===== src/rtl/serial_alu_pkg.sv =====
// Shared opcode encodings, FSM state type and sizing helpers for the digit-serial add/subtract unit.
package serial_alu_pkg;

    localparam logic OP_SUB = 1'b0;
    localparam logic OP_ADD = 1'b1;

    typedef enum logic [1:0] {
        IDLE,
        RUN,
        DONE
    } state_e;

    function automatic int calc_ndig(input int width, input int digit);
        return width / digit;
    endfunction

    // A one-digit configuration still needs a 1-bit counter.
    function automatic int cnt_width(input int ndig);
        return (ndig > 1) ? $clog2(ndig) : 1;
    endfunction

endpackage


===== src/rtl/serial_addsub_fs_digit.sv =====
// DIGIT-wide ripple of full-subtract cells; ADD reuses the subtractor by inverting b and the carry polarity.
module fs_digit
    import serial_alu_pkg::*;
#(
    parameter int DIGIT = 4
) (
    input  logic [DIGIT-1:0] a_d,
    input  logic [DIGIT-1:0] b_d,
    input  logic             op,
    input  logic             bin,
    output logic [DIGIT-1:0] d,
    output logic             bout
);

    always_comb begin
        logic [DIGIT-1:0] w_b_eff;
        logic [DIGIT:0]   w_br;
        // NOTE: every variable written here gets a default first, so no path can infer a latch.
        w_b_eff = (op == OP_ADD) ? ~b_d : b_d;
        w_br    = '0;
        d       = '0;
        w_br[0] = (op == OP_ADD) ? ~bin : bin;
        for (int i = 0; i < DIGIT; i++) begin
            d[i]      = a_d[i] ^ w_b_eff[i] ^ w_br[i];
            w_br[i+1] = (~a_d[i] & w_b_eff[i]) | (~(a_d[i] ^ w_b_eff[i]) & w_br[i]);
        end
        // Borrow out of a - ~b - ~cin is the complement of the true carry out.
        bout = (op == OP_ADD) ? ~w_br[DIGIT] : w_br[DIGIT];
    end

endmodule


===== src/rtl/serial_addsub.sv =====
// Digit-serial WIDTH-bit add/subtract with valid/ready handshakes, DIGIT bits per cycle.
// Defining SERIAL_ADDSUB_CMP_EN adds the lt_u / lt_s comparison outputs.
module serial_addsub
    import serial_alu_pkg::*;
#(
    parameter int WIDTH = 32,
    parameter int DIGIT = 4
) (
    input  logic             clk,
    input  logic             rst_n,
    input  logic             in_valid,
    output logic             in_ready,
    input  logic             op,
    input  logic [WIDTH-1:0] a,
    input  logic [WIDTH-1:0] b,
    input  logic             bin,
    output logic             out_valid,
    input  logic             out_ready,
    output logic [WIDTH-1:0] res,
    output logic             bout,
    output logic             ovf,
    output logic             zero
`ifdef SERIAL_ADDSUB_CMP_EN
    ,
    output logic             lt_u,
    output logic             lt_s
`endif
);

    localparam int NDIG  = calc_ndig(WIDTH, DIGIT);
    localparam int CNT_W = cnt_width(NDIG);
    localparam logic [CNT_W-1:0] LAST_CNT = CNT_W'(NDIG - 1);

    if (WIDTH % DIGIT != 0) begin : g_bad_digit
        $error("serial_addsub: WIDTH must be a multiple of DIGIT");
    end

    state_e             r_state;
    logic [CNT_W-1:0]   r_cnt;
    logic [WIDTH-1:0]   r_a;
    logic [WIDTH-1:0]   r_b;
    logic [WIDTH-1:0]   r_res;
    logic               r_op;
    logic               r_cy;
    logic               r_a_msb;
    logic               r_b_msb;
    logic               r_out_valid;
    logic               r_bout;
    logic               r_ovf;
    logic               r_zero;

    logic [DIGIT-1:0]   w_d;
    logic               w_cy;
    logic [WIDTH-1:0]   w_res_next;
    logic               w_ovf;

    fs_digit #(.DIGIT(DIGIT)) u_digit (
        .a_d  (r_a[DIGIT-1:0]),
        .b_d  (r_b[DIGIT-1:0]),
        .op   (r_op),
        .bin  (r_cy),
        .d    (w_d),
        .bout (w_cy)
    );

    // Result fills from the MSB side so the last digit lands in the top bits.
    if (DIGIT == WIDTH) begin : g_one_digit
        assign w_res_next = w_d;
    end else begin : g_multi_digit
        assign w_res_next = {w_d, r_res[WIDTH-1:DIGIT]};
    end

    assign w_ovf = (r_op == OP_ADD)
                 ? ((r_a_msb == r_b_msb) && (w_res_next[WIDTH-1] != r_a_msb))
                 : ((r_a_msb != r_b_msb) && (w_res_next[WIDTH-1] != r_a_msb));

`ifdef SERIAL_ADDSUB_CMP_EN
    logic r_lt_u;
    logic r_lt_s;
`endif

    // NOTE: all state, including the operand shift registers, is reset so a mid-run abort leaves nothing behind.
    always_ff @(posedge clk or negedge rst_n) begin
        if (!rst_n) begin
            r_state     <= IDLE;
            r_cnt       <= '0;
            r_a         <= '0;
            r_b         <= '0;
            r_res       <= '0;
            r_op        <= OP_SUB;
            r_cy        <= 1'b0;
            r_a_msb     <= 1'b0;
            r_b_msb     <= 1'b0;
            r_out_valid <= 1'b0;
            r_bout      <= 1'b0;
            r_ovf       <= 1'b0;
            r_zero      <= 1'b0;
`ifdef SERIAL_ADDSUB_CMP_EN
            r_lt_u      <= 1'b0;
            r_lt_s      <= 1'b0;
`endif
        end else begin
            // NOTE: non-blocking assignments so every register samples pre-edge values.
            case (r_state)
                IDLE: begin
                    if (in_valid) begin
                        r_a     <= a;
                        r_b     <= b;
                        r_op    <= op;
                        r_cy    <= bin;
                        r_a_msb <= a[WIDTH-1];
                        r_b_msb <= b[WIDTH-1];
                        r_cnt   <= '0;
                        r_state <= RUN;
                    end
                end
                RUN: begin
                    r_a   <= r_a >> DIGIT;
                    r_b   <= r_b >> DIGIT;
                    r_res <= w_res_next;
                    r_cy  <= w_cy;
                    r_cnt <= r_cnt + 1'b1;
                    if (r_cnt == LAST_CNT) begin
                        r_state     <= DONE;
                        r_out_valid <= 1'b1;
                        r_bout      <= w_cy;
                        r_ovf       <= w_ovf;
                        r_zero      <= ~|w_res_next;
`ifdef SERIAL_ADDSUB_CMP_EN
                        r_lt_u      <= (r_op == OP_SUB) && w_cy;
                        r_lt_s      <= (r_op == OP_SUB) && (w_res_next[WIDTH-1] ^ w_ovf);
`endif
                    end
                end
                DONE: begin
                    if (out_ready) begin
                        r_state     <= IDLE;
                        r_out_valid <= 1'b0;
                    end
                end
                default: r_state <= IDLE;
            endcase
        end
    end

    assign in_ready  = rst_n && (r_state == IDLE);
    assign out_valid = r_out_valid;
    assign res       = r_res;
    assign bout      = r_bout;
    assign ovf       = r_ovf;
    assign zero      = r_zero;
`ifdef SERIAL_ADDSUB_CMP_EN
    assign lt_u      = r_lt_u;
    assign lt_s      = r_lt_s;
`endif

endmodule


===== config.mk =====
export PLATFORM = sky130hd
export DESIGN_NAME = serial_addsub
export DESIGN_NICKNAME = d
export VERILOG_FILES = /design/src/rtl/serial_alu_pkg.sv /design/src/rtl/serial_addsub_fs_digit.sv /design/src/rtl/serial_addsub.sv
export SDC_FILE = /design/constraint.sdc
export NUM_CORES = 1
export LEC_CHECK = 0
export CORE_MARGIN = 3
export CORE_UTILIZATION = 25
export CTS_CLUSTER_DIAMETER = 200
export DETAILED_ROUTE_END_ITERATION = 8
export GPL_ROUTABILITY_DRIVEN = 0
export PLACE_DENSITY = 0.51
export SKIP_LAST_GASP = 1
export SYNTH_ARGS = -nofsm -noshare
export SYNTH_HDL_FRONTEND = slang
export SYNTH_SLANG_ARGS = --single-unit

===== constraint.sdc =====
create_clock -name clk -period 3.1 [get_ports clk]
set_clock_uncertainty 0.05 [all_clocks]
set_input_delay 0.62 -clock clk [delete_from_list [all_inputs] [get_ports clk]]
set_output_delay 0.62 -clock clk [all_outputs]
set_load 0.02 [all_outputs]

==> results of run 1 <==
[worst max-delay path: stages (launching register included)]
cell	delay, ps
dfrtp_2	440
xnor2_1	150
fa_1	420
fa_1	400
fa_1	400
fa_2	470
nor4_2	150
nand4_1	130
o31ai_1	220
[flip-flops by register name (all words and copies together), names as in the netlist]
name and cells:
r_cnt 3, r_b_msb 1, r_op 1, r_state 2, bout 1, r_a_msb 1, r_a 32, r_cy 1
r_b 32, zero 1, out_valid 1, ovf 1, res 32
[area by class of cell]
type,instances,area share
Sequential cell,109,0.4183
Tap cell,260,0.04987
Inverter,1,0.0005754
Clock buffer,10,0.03663
Timing Repair Buffer,115,0.1784
Clock inverter,6,0.01458
Multi-Input combinational cell,341,0.3017
[repair_timing]
action	4_1_cts	5_1_grt
resized for setup	0	3
setup endpoints to repair	0	1
hold endpoints to repair	0	0
[cells in the final DEF (no fill, tap or decap), drive strengths merged, types with 2 or more instances in the layout]
cell type      instances
a21oi                  2
a22o                   2
buf                   10
bufinv                 2
clkbuf                10
clkdlybuf4s50        105
clkinvlp               2
dfrtp                109
fa                     4
ha                     2
inv                    2
mux2                   3
mux2i                 57
nand2                173
nand4                  2
nor2                   2
nor2b                  3
nor3b                  2
nor4                   8
o21ai                 67
o21bai                 2
o31ai                  2
xnor2                  6
[path summary, 6_finish.rpt]
kind,to,from
min reg2reg,res[1],res[1]
min,res[0],rst_n
min in group clk,res[1],res[1]
max in group asynchronous,r_op,rst_n
max reg2reg,zero,r_op
max,zero,r_op
[routing by layer]
metal / vias up / routed length (um) / GRT usage
met5: - / 0 / 0
met4: 0 / 152 / 0.03387
met3: 10 / 555 / 0.03259
met2: 86 / 5594 / 0.1847
met1: 1761 / 6181 / 0.1689
li1: 1798 / - / -
[kinds of logic (layout without fill, tap and decap cells)]
| group | Yosys count | in the layout | share of synthesized area |
|---|---|---|---|
| mux | 60 | 60 | 0.1232 |
| flops | 109 | 109 | 0.5561 |
| xor+xnor | 7 | 7 | 0.01250 |
| buf+inv | 32 | 132 | 0.04719 |
| compound gates | 76 | 76 | 0.08214 |
| simple gates | 192 | 192 | 0.1574 |
| fa+ha+maj | 6 | 6 | 0.02143 |
[stage by stage]
stage | instances | power [mW]
2_1_floorplan | 482 | 4.320
3_3_place_gp | 826 | 5.255
3_5_place_dp | 826 | 5.330
4_1_cts | 842 | 6.676
5_1_grt | 842 | 7.167
6_report | 842 | 6.613
[power by group]
| group | total (mW) | switching [mW] | internal [mW] |
|---|---|---|---|
| Combinational | 2.86 | 1.60 | 1.26 |
| Clock | 1.31 | 0.572 | 0.739 |
| Sequential | 2.45 | 0.447 | 2.00 |
| Total | 6.61 | 2.62 | 4.00 |
==> impl_metrics.csv, run 1 <==
group,metric,value,unit
power_and_ir_drop,leakagePower,2.777,nW
cts,clockBufferDepth,2,
cts,clockRootBuffer,"clkbuf_16",
yosys,synthDistinctLibCells,30,
floorplanning,die_h,146.1,um
timing,slew_headroom,0.4568,
setup_path,rrSetupSlack,190,ps
yosys,synth_commonest_cells,"nand2_1, dfrtp_1, mux2i_1",
yosys,netlist.area_leader.share,0.5561,
timing,maxSlewViolCount,0,
yosys,syn_area,4905,um^2
yosys,yosysTopAreaCell,"dfrtp_1",
floorplanning,start_util,0.2579,
final_layout,ff_latch_area,2729,um^2
floorplanning,rows,50,
cts,cts_tree,"built",
timing,period_needed,2913,ps
place,dp_hpwl,8725,um
yosys,synth_fp_nets,558,
yosys,yosysMostFrequentCell,"nand2_1",
outcome,status,"finished, final reports clean",
power_and_ir_drop,pwr_density_cell,1014,nW/um^2
timing,hold_slack,332.9,ps
global_routing,grt_max_degree,59,
timing,worst_pin_slew,813.1,ps
global_routing,grt_remaining_overflow,0,
yosys,synth_area_per_cell,10.18,um^2
cts,cts_hold_buffers,0,
timing,hold_viol,0,
global_routing,antenna_found_initial,0,
power_and_ir_drop,ir_drop,0.3583,mV
floorplanning,dieArea,21340,um^2
timing,rsz0062_at_grt,"no",
place,port_buffers,106,
yosys,ys_warn_count,0,
final_layout,layout-drive-gt1-share,0.05842,
yosys,postSynth.asyncResetShare,1.000,
cts,cts.sinks,109,
drt,drt_iter0_markers,189,
place,post-place-ws,37.50,ps
yosys,synth_seq_cells,109,
yosys,seq_area_frac_synth,0.5561,
yosys,netlist_instances,482,
setup_path,cp-start-kind,"flop",
floorplanning,io-pin-count,107,
min_path,hold_class,"input port to async pin",
global_routing,grtUsageTotal,0.1207,
place,placed_area,6180,um^2
setup_path,path_max_fanout,4,
cts,clk_latency,360,ps
drt,route.detailed.drc,0,
global_routing,grt_pass1_vias,3751,
final_layout,area_delta_synth_final,33.01,%
drt,vias_per_cell,4.341,
setup_path,ff2ff_path_depth,8,
yosys,synth-edff-count,0,
flow_run,drv_cap,0,
timing,fin_ws,187.2,ps
final_layout,fin_area,6524,um^2
cts,htree_levels,3,
drt,firstDrtPassIters,4,
final_layout,postLayoutCoreUtil,0.3430,
drt,antenna_left,0,
final_layout,fill_cells,1973,
timing,fmax,343.3,MHz
final_layout,fin_nets,653,
global_routing,grt_pass1_wl,20600,um
floorplanning,core_area,19020,um^2
cts,post_cts_buffers,0,
setup_path,worstSetupPathType,"flop to flop",
yosys,ys.flop_type,"dfrtp_1",
drt,routed_wl,12480,um
drt,vias,3655,
setup_path,end_kind,"flop",
setup_path,required,3310,ps
floorplanning,die_w,146.1,um
drt,wl_per_cell,14.83,um
final_layout,antenna_cells,0,
setup_path,cp.arrival,3130,ps
final_layout,multi_input_comb_area,1968,um^2
timing,min_period_over_period,0.9396,
cts,cts.clk_slew.worst_paths,80,ps
timing,setup_viol,0,
timing,tns,0,ps
cts,cts_buffers,9,
yosys,synthTopCellsByArea,"dfrtp_1, nand2_1, mux2i_1, o21ai_0, o21ai_1",
No activity file was read; power rests on OpenSTA's default activity.
==> run 2, diff against run 1 <==
--- a/config.mk
+++ b/config.mk
@@ -10,7 +10,9 @@
 export CTS_CLUSTER_DIAMETER = 200
 export DETAILED_ROUTE_END_ITERATION = 8
 export GPL_ROUTABILITY_DRIVEN = 0
+export GPL_TIMING_DRIVEN = 1
 export PLACE_DENSITY = 0.51
+export REMOVE_ABC_BUFFERS = 1
 export SKIP_LAST_GASP = 1
 export SYNTH_ARGS = -nofsm -noshare
 export SYNTH_HDL_FRONTEND = slang
==> impl_metrics.csv, run 2 (synthesis gave the netlist of run 1 again) <==
group,metric,value,unit
outcome,status,"finished, final reports clean",
timing,min_period_over_period,0.9483,
drt,firstDrtPassIters,4,
drt,routed_wl,11350,um
floorplanning,die_h,146.1,um
cts,cts.clk_slew.worst_paths,70,ps
place,dp_hpwl,7685,um
floorplanning,io-pin-count,107,
cts,clockRootBuffer,"clkbuf_16",
timing,worst_pin_slew,874.3,ps
floorplanning,core_area,19020,um^2
cts,clockBufferDepth,2,
floorplanning,start_util,0.2579,
final_layout,final_common_cell,"nand2_1",
drt,wl_per_cell,13.51,um
setup_path,crit_top_cell,"fa_1",
timing,fmax,340.2,MHz
drt,route.detailed.drc,0,
final_layout,fin_nets,651,
floorplanning,dieArea,21340,um^2
cts,cts_buffers,9,
drt,vias_per_cell,4.310,
power_and_ir_drop,leakagePower,2.770,nW
floorplanning,rows,50,
setup_path,path_max_fanout,4,
place,dp_cells,824,
place,port_buffers,106,
cts,clk_latency,350,ps
drt,antenna_left,0,
global_routing,grtUsageTotal,0.1102,
timing,hold_viol,0,
final_layout,instances_no_fill,840,
setup_path,required,3310,ps
drt,vias,3620,
setup_path,path_buf_inv,0,
setup_path,crit_slowest_cell,"fa_1",
timing,rsz0062_at_grt,"no",
place,placed_area,6155,um^2
drt,drt_iter0_markers,168,
cts,cts_tree,"built",
global_routing,grt_max_degree,103,
final_layout,layout-drive-gt1-share,0.05345,
timing,maxSlewViolCount,0,
setup_path,end_kind,"flop",
power_and_ir_drop,ir_drop,0.3501,mV
setup_path,cp.arrival,3150,ps
setup_path,cp-start-kind,"flop",
setup_path,cp_top_family,"adder cells",
global_routing,grt_remaining_overflow,0,
global_routing,antenna_found_initial,0,
setup_path,worstSetupPathType,"flop to flop",
cts,cts.sinks,109,
floorplanning,die_w,146.1,um
timing,setup_viol,0,
timing,slew_headroom,0.4171,
cts,htree_levels,3,
final_layout,final_cell_mix,"nand2_1, dfrtp_1, clkdlybuf4s50_1",
power_and_ir_drop,pwr_density_cell,998.6,nW/um^2
min_path,hold_class,"input port to async pin",
timing,hold_slack,344.8,ps
final_layout,fin_area,6491,um^2
global_routing,grt_pass1_wl,19220,um
setup_path,critPathMaxStageDelay,500,ps
global_routing,grt_pass1_vias,3723,
final_layout,postLayoutCoreUtil,0.3413,
setup_path,crit_path_cell_trace,"xnor2_1 -> fa_1 -> fa_1 -> fa_1 -> fa_1 -> nor4_2 -> nand4_1 -> o31ai_1",
final_layout,area_delta_synth_final,32.35,%
final_layout,antenna_cells,0,
flow_run,drv_cap,0,
timing,period_needed,2940,ps
cts,post_cts_buffers,0,
-- run 2: timing repair --
action,CTS,global route
endpoints found under the setup margin,0,1
gates resized for setup,0,1
hold buffers,0,0
-- run 2: worst reg2reg max path: cells and delay by family (launching register included) --
kind | cells | cell delay, ps
flops | 1 | 420
fa+ha+maj | 4 | 1710
simple gates | 2 | 290
xor+xnor | 1 | 160
compound gates | 1 | 240
-- run 2: final timing paths --
kind,slack [ps],depth (start not counted),start,endpoint
worst min-delay path,340,2,rst_n,out_valid
min in group clk,430,2,r_b[15],r_b[11]
worst max-delay path,160,8,r_op,zero
worst min register to register,430,2,r_b[15],r_b[11]
worst max register to register,160,8,r_op,zero
max in group asynchronous,1450,3,rst_n,r_cnt[2]
-- run 2: where the power goes --
group | switching (mW) | leakage, nW | internal, mW | total, mW
logic | 1.54 | 1.19 | 1.22 | 2.76
clock network | 0.548 | 0.163 | 0.737 | 1.29
registers | 0.442 | 1.42 | 2.00 | 2.44
total | 2.53 | 2.77 | 3.95 | 6.48
-- run 2: layer usage --
metal / part of all wire / GRT usage
met4: 0.014 / 0.04233
met2: 0.46 / 0.1693
met1: 0.47 / 0.1490
met3: 0.054 / 0.02948
met5: 0 / 0
-- run 2: per-stage QoR --
stage	setup slack, ps	total power [mW]	setup TNS, ps
after floorplan	-2513	4.177	-230840
after global placement	112.0	5.171	0
after detailed placement	26.38	5.250	0
after CTS	11.37	6.570	0
after global routing	6.627	7.061	0
final	160.2	6.482	0
-- run 2: final cells by class --
type                       instances  area [um^2]
clock buffer                      10        239.0
clock inverter                     6        91.34
fill                            1974        12530
inverter                           1        3.754
multi-input combinational        341         1968
sequential                       109         2728
tap                              260        325.3
timing repair buffer             113         1136
==> run 3, diff against run 2 <==
--- a/config.mk
+++ b/config.mk
@@ -5,7 +5,7 @@
 export SDC_FILE = /design/constraint.sdc
 export NUM_CORES = 1
 export LEC_CHECK = 0
-export CORE_MARGIN = 3
+export CORE_MARGIN = 2
 export CORE_UTILIZATION = 25
 export CTS_CLUSTER_DIAMETER = 200
 export DETAILED_ROUTE_END_ITERATION = 8
==> impl_metrics.csv, run 3 (synthesis gave the netlist of run 1 again) <==
group,metric,value,unit
timing,maxSlewViolCount,0,
setup_path,cp.arrival,3160,ps
floorplanning,die_h,144.1,um
global_routing,grt_pass1_vias,3638,
timing,worst_pin_slew,816.8,ps
floorplanning,dieArea,20750,um^2
timing,fmax,339.1,MHz
global_routing,met3_usage,0.03742,
cts,clk_latency,350,ps
setup_path,rrSetupSlack,150,ps
final_layout,final_common_cell,"nand2_1",
global_routing,grt_pass1_wl,18900,um
global_routing,grt_use_met1,0.1479,
drt,routed_wl,11760,um
floorplanning,io-pin-count,107,
power_and_ir_drop,pwr-share-clk,0.189,
setup_path,end_kind,"flop",
global_routing,antenna_found_initial,1,
drt,route.detailed.drc,0,
timing,slew_headroom,0.4555,
setup_path,path_max_fanout,4,
timing,setup_viol,0,
final_layout,ff_latch_area,2728,um^2
cts,cts_hold_buffers,0,
power_and_ir_drop,p_int,3.918,mW
final_layout,multi_input_comb_area,1984,um^2
floorplanning,core_area,19330,um^2
global_routing,grtUsageMet2,0.1930,
cts,cts.sinks,109,
global_routing,grt_max_degree,131,
setup_path,crit_top_cell,"fa_2",
flow_run,drv_cap,0,
setup_path,required,3310,ps
timing,fin_ws,150.8,ps
power_and_ir_drop,ir_drop,0.3638,mV
floorplanning,die_w,144.1,um
global_routing,grtUsageTotal,0.1183,
timing,period_needed,2949,ps
power_and_ir_drop,leakagePower,2.773,nW
cts,clockBufferDepth,2,
drt,vias_per_cell,4.336,
final_layout,fin_nets,653,
timing,tns,0,ps
cts,clockRootBuffer,"clkbuf_16",
final_layout,fill_cells,1987,
drt,antenna_left,0,
global_routing,grt_remaining_overflow,0,
cts,cts_tree,"built",
setup_path,reg2reg_to,"zero",
outcome,status,"finished, final reports clean",
setup_path,ff2ff_path_depth,8,
floorplanning,start_util,0.2537,
place,dp_hpwl,8294,um
setup_path,worstSetupPathType,"flop to flop",
min_path,hold_class,"input port to async pin",
timing,hold_viol,0,
cts,htree_levels,3,
setup_path,crit_path_cell_trace,"xnor2_1 -> fa_1 -> fa_2 -> fa_2 -> fa_2 -> nor4_4 -> nand4_1 -> o31ai_1",
power_and_ir_drop,swShare,0.4025,
power_and_ir_drop,seq_power_share,0.374,
cts,cts_buffers,9,
final_layout,area_delta_synth_final,33.06,%
final_layout,layout-drive-gt1-share,0.06186,
drt,drt_iter0_markers,191,
power_and_ir_drop,pwr_density_cell,1005,nW/um^2
setup_path,crit_slowest_cell,"fa_2",
setup_path,timing.rr.start,"r_op",
setup_path,critPathMaxStageDelay,530,ps
cts,cts.clk_slew.worst_paths,80,ps
drt,wl_per_cell,13.87,um
drt,firstDrtPassIters,4,
place,port_buffers,106,
final_layout,final_cell_mix,"nand2_1, dfrtp_1, clkdlybuf4s50_1",
floorplanning,rows,51,
drt,vias,3677,
global_routing,busiest_layer,"met2",
setup_path,cp-start-kind,"flop",
power_and_ir_drop,pwr-share-comb,0.438,
timing,min_period_over_period,0.9514,
place,post-place-ws,36.16,ps
timing,hold_slack,382.4,ps
power_and_ir_drop,netSwitchingPower,2.640,mW
-- run 3: power by group through the flow --
stage	clock (mW)	combinational, mW	sequential, mW
after global placement	0	2.73	2.46
after floorplan	0	1.56	2.61
after CTS	1.29	2.80	2.45
final	1.24	2.87	2.45
after detailed placement	0	2.79	2.48
after global routing	1.35	3.24	2.53
-- run 3: cell type report --
type	count	area share
sequential	109	0.4179
multi-input combinational	341	0.3041
timing repair buffer	115	0.1783
tap	265	0.05081
clock buffer	9	0.03451
clock inverter	7	0.01342
inverter	1	0.0005752
antenna	1	0.0003834
-- run 3: through the flow --
stage               instance area [um^2]  instances    util  total power [mW]
finish                              6526        848  0.3375             6.558
global route                        6524        847  0.3374             7.118
CTS                                 6494        846  0.3359             6.539
detailed placement                  6181        830  0.3197             5.271
global placement                    6181        830  0.3197             5.182
floorplan                           4677        451       -             4.177
-- run 3: critical path, delay by kind of cell, from the launching register on --
family	cells	cell delay, ps
AND/OR/NAND/NOR	2	340
XOR/XNOR	1	160
AO/OA/AOI/OAI	1	210
flip-flops	1	430
adder cells (fa/ha/maj)	4	1670
-- run 3: worst max path at each step --
| stage | start | to | slack (ps) | cells past startpoint |
|---|---|---|---|---|
| 2_1_floorplan | r_state[0] | r_a[0] | -2510 | 2 |
| 3_3_place_gp | r_op | zero | 110 | 8 |
| 6_report | r_op | zero | 150 | 8 |
| 3_5_place_dp | r_op | zero | 40 | 8 |
| 4_1_cts | r_op | zero | 4 | 8 |
| 5_1_grt | r_op | zero | -20 | 8 |
-- run 3: layer usage --
metal / part of all wire / vias up / wire length [um]
met5: 0 / - / 0
met4: 0.014 / 0 / 163
met3: 0.067 / 11 / 788
met2: 0.47 / 84 / 5507
met1: 0.45 / 1775 / 5303
li1: - / 1807 / -
-- run 3: what timing repair did --
action	4_1_cts	5_1_grt
setup buffers	0	1
endpoints found under the setup margin	0	1
gates resized for setup	0	5
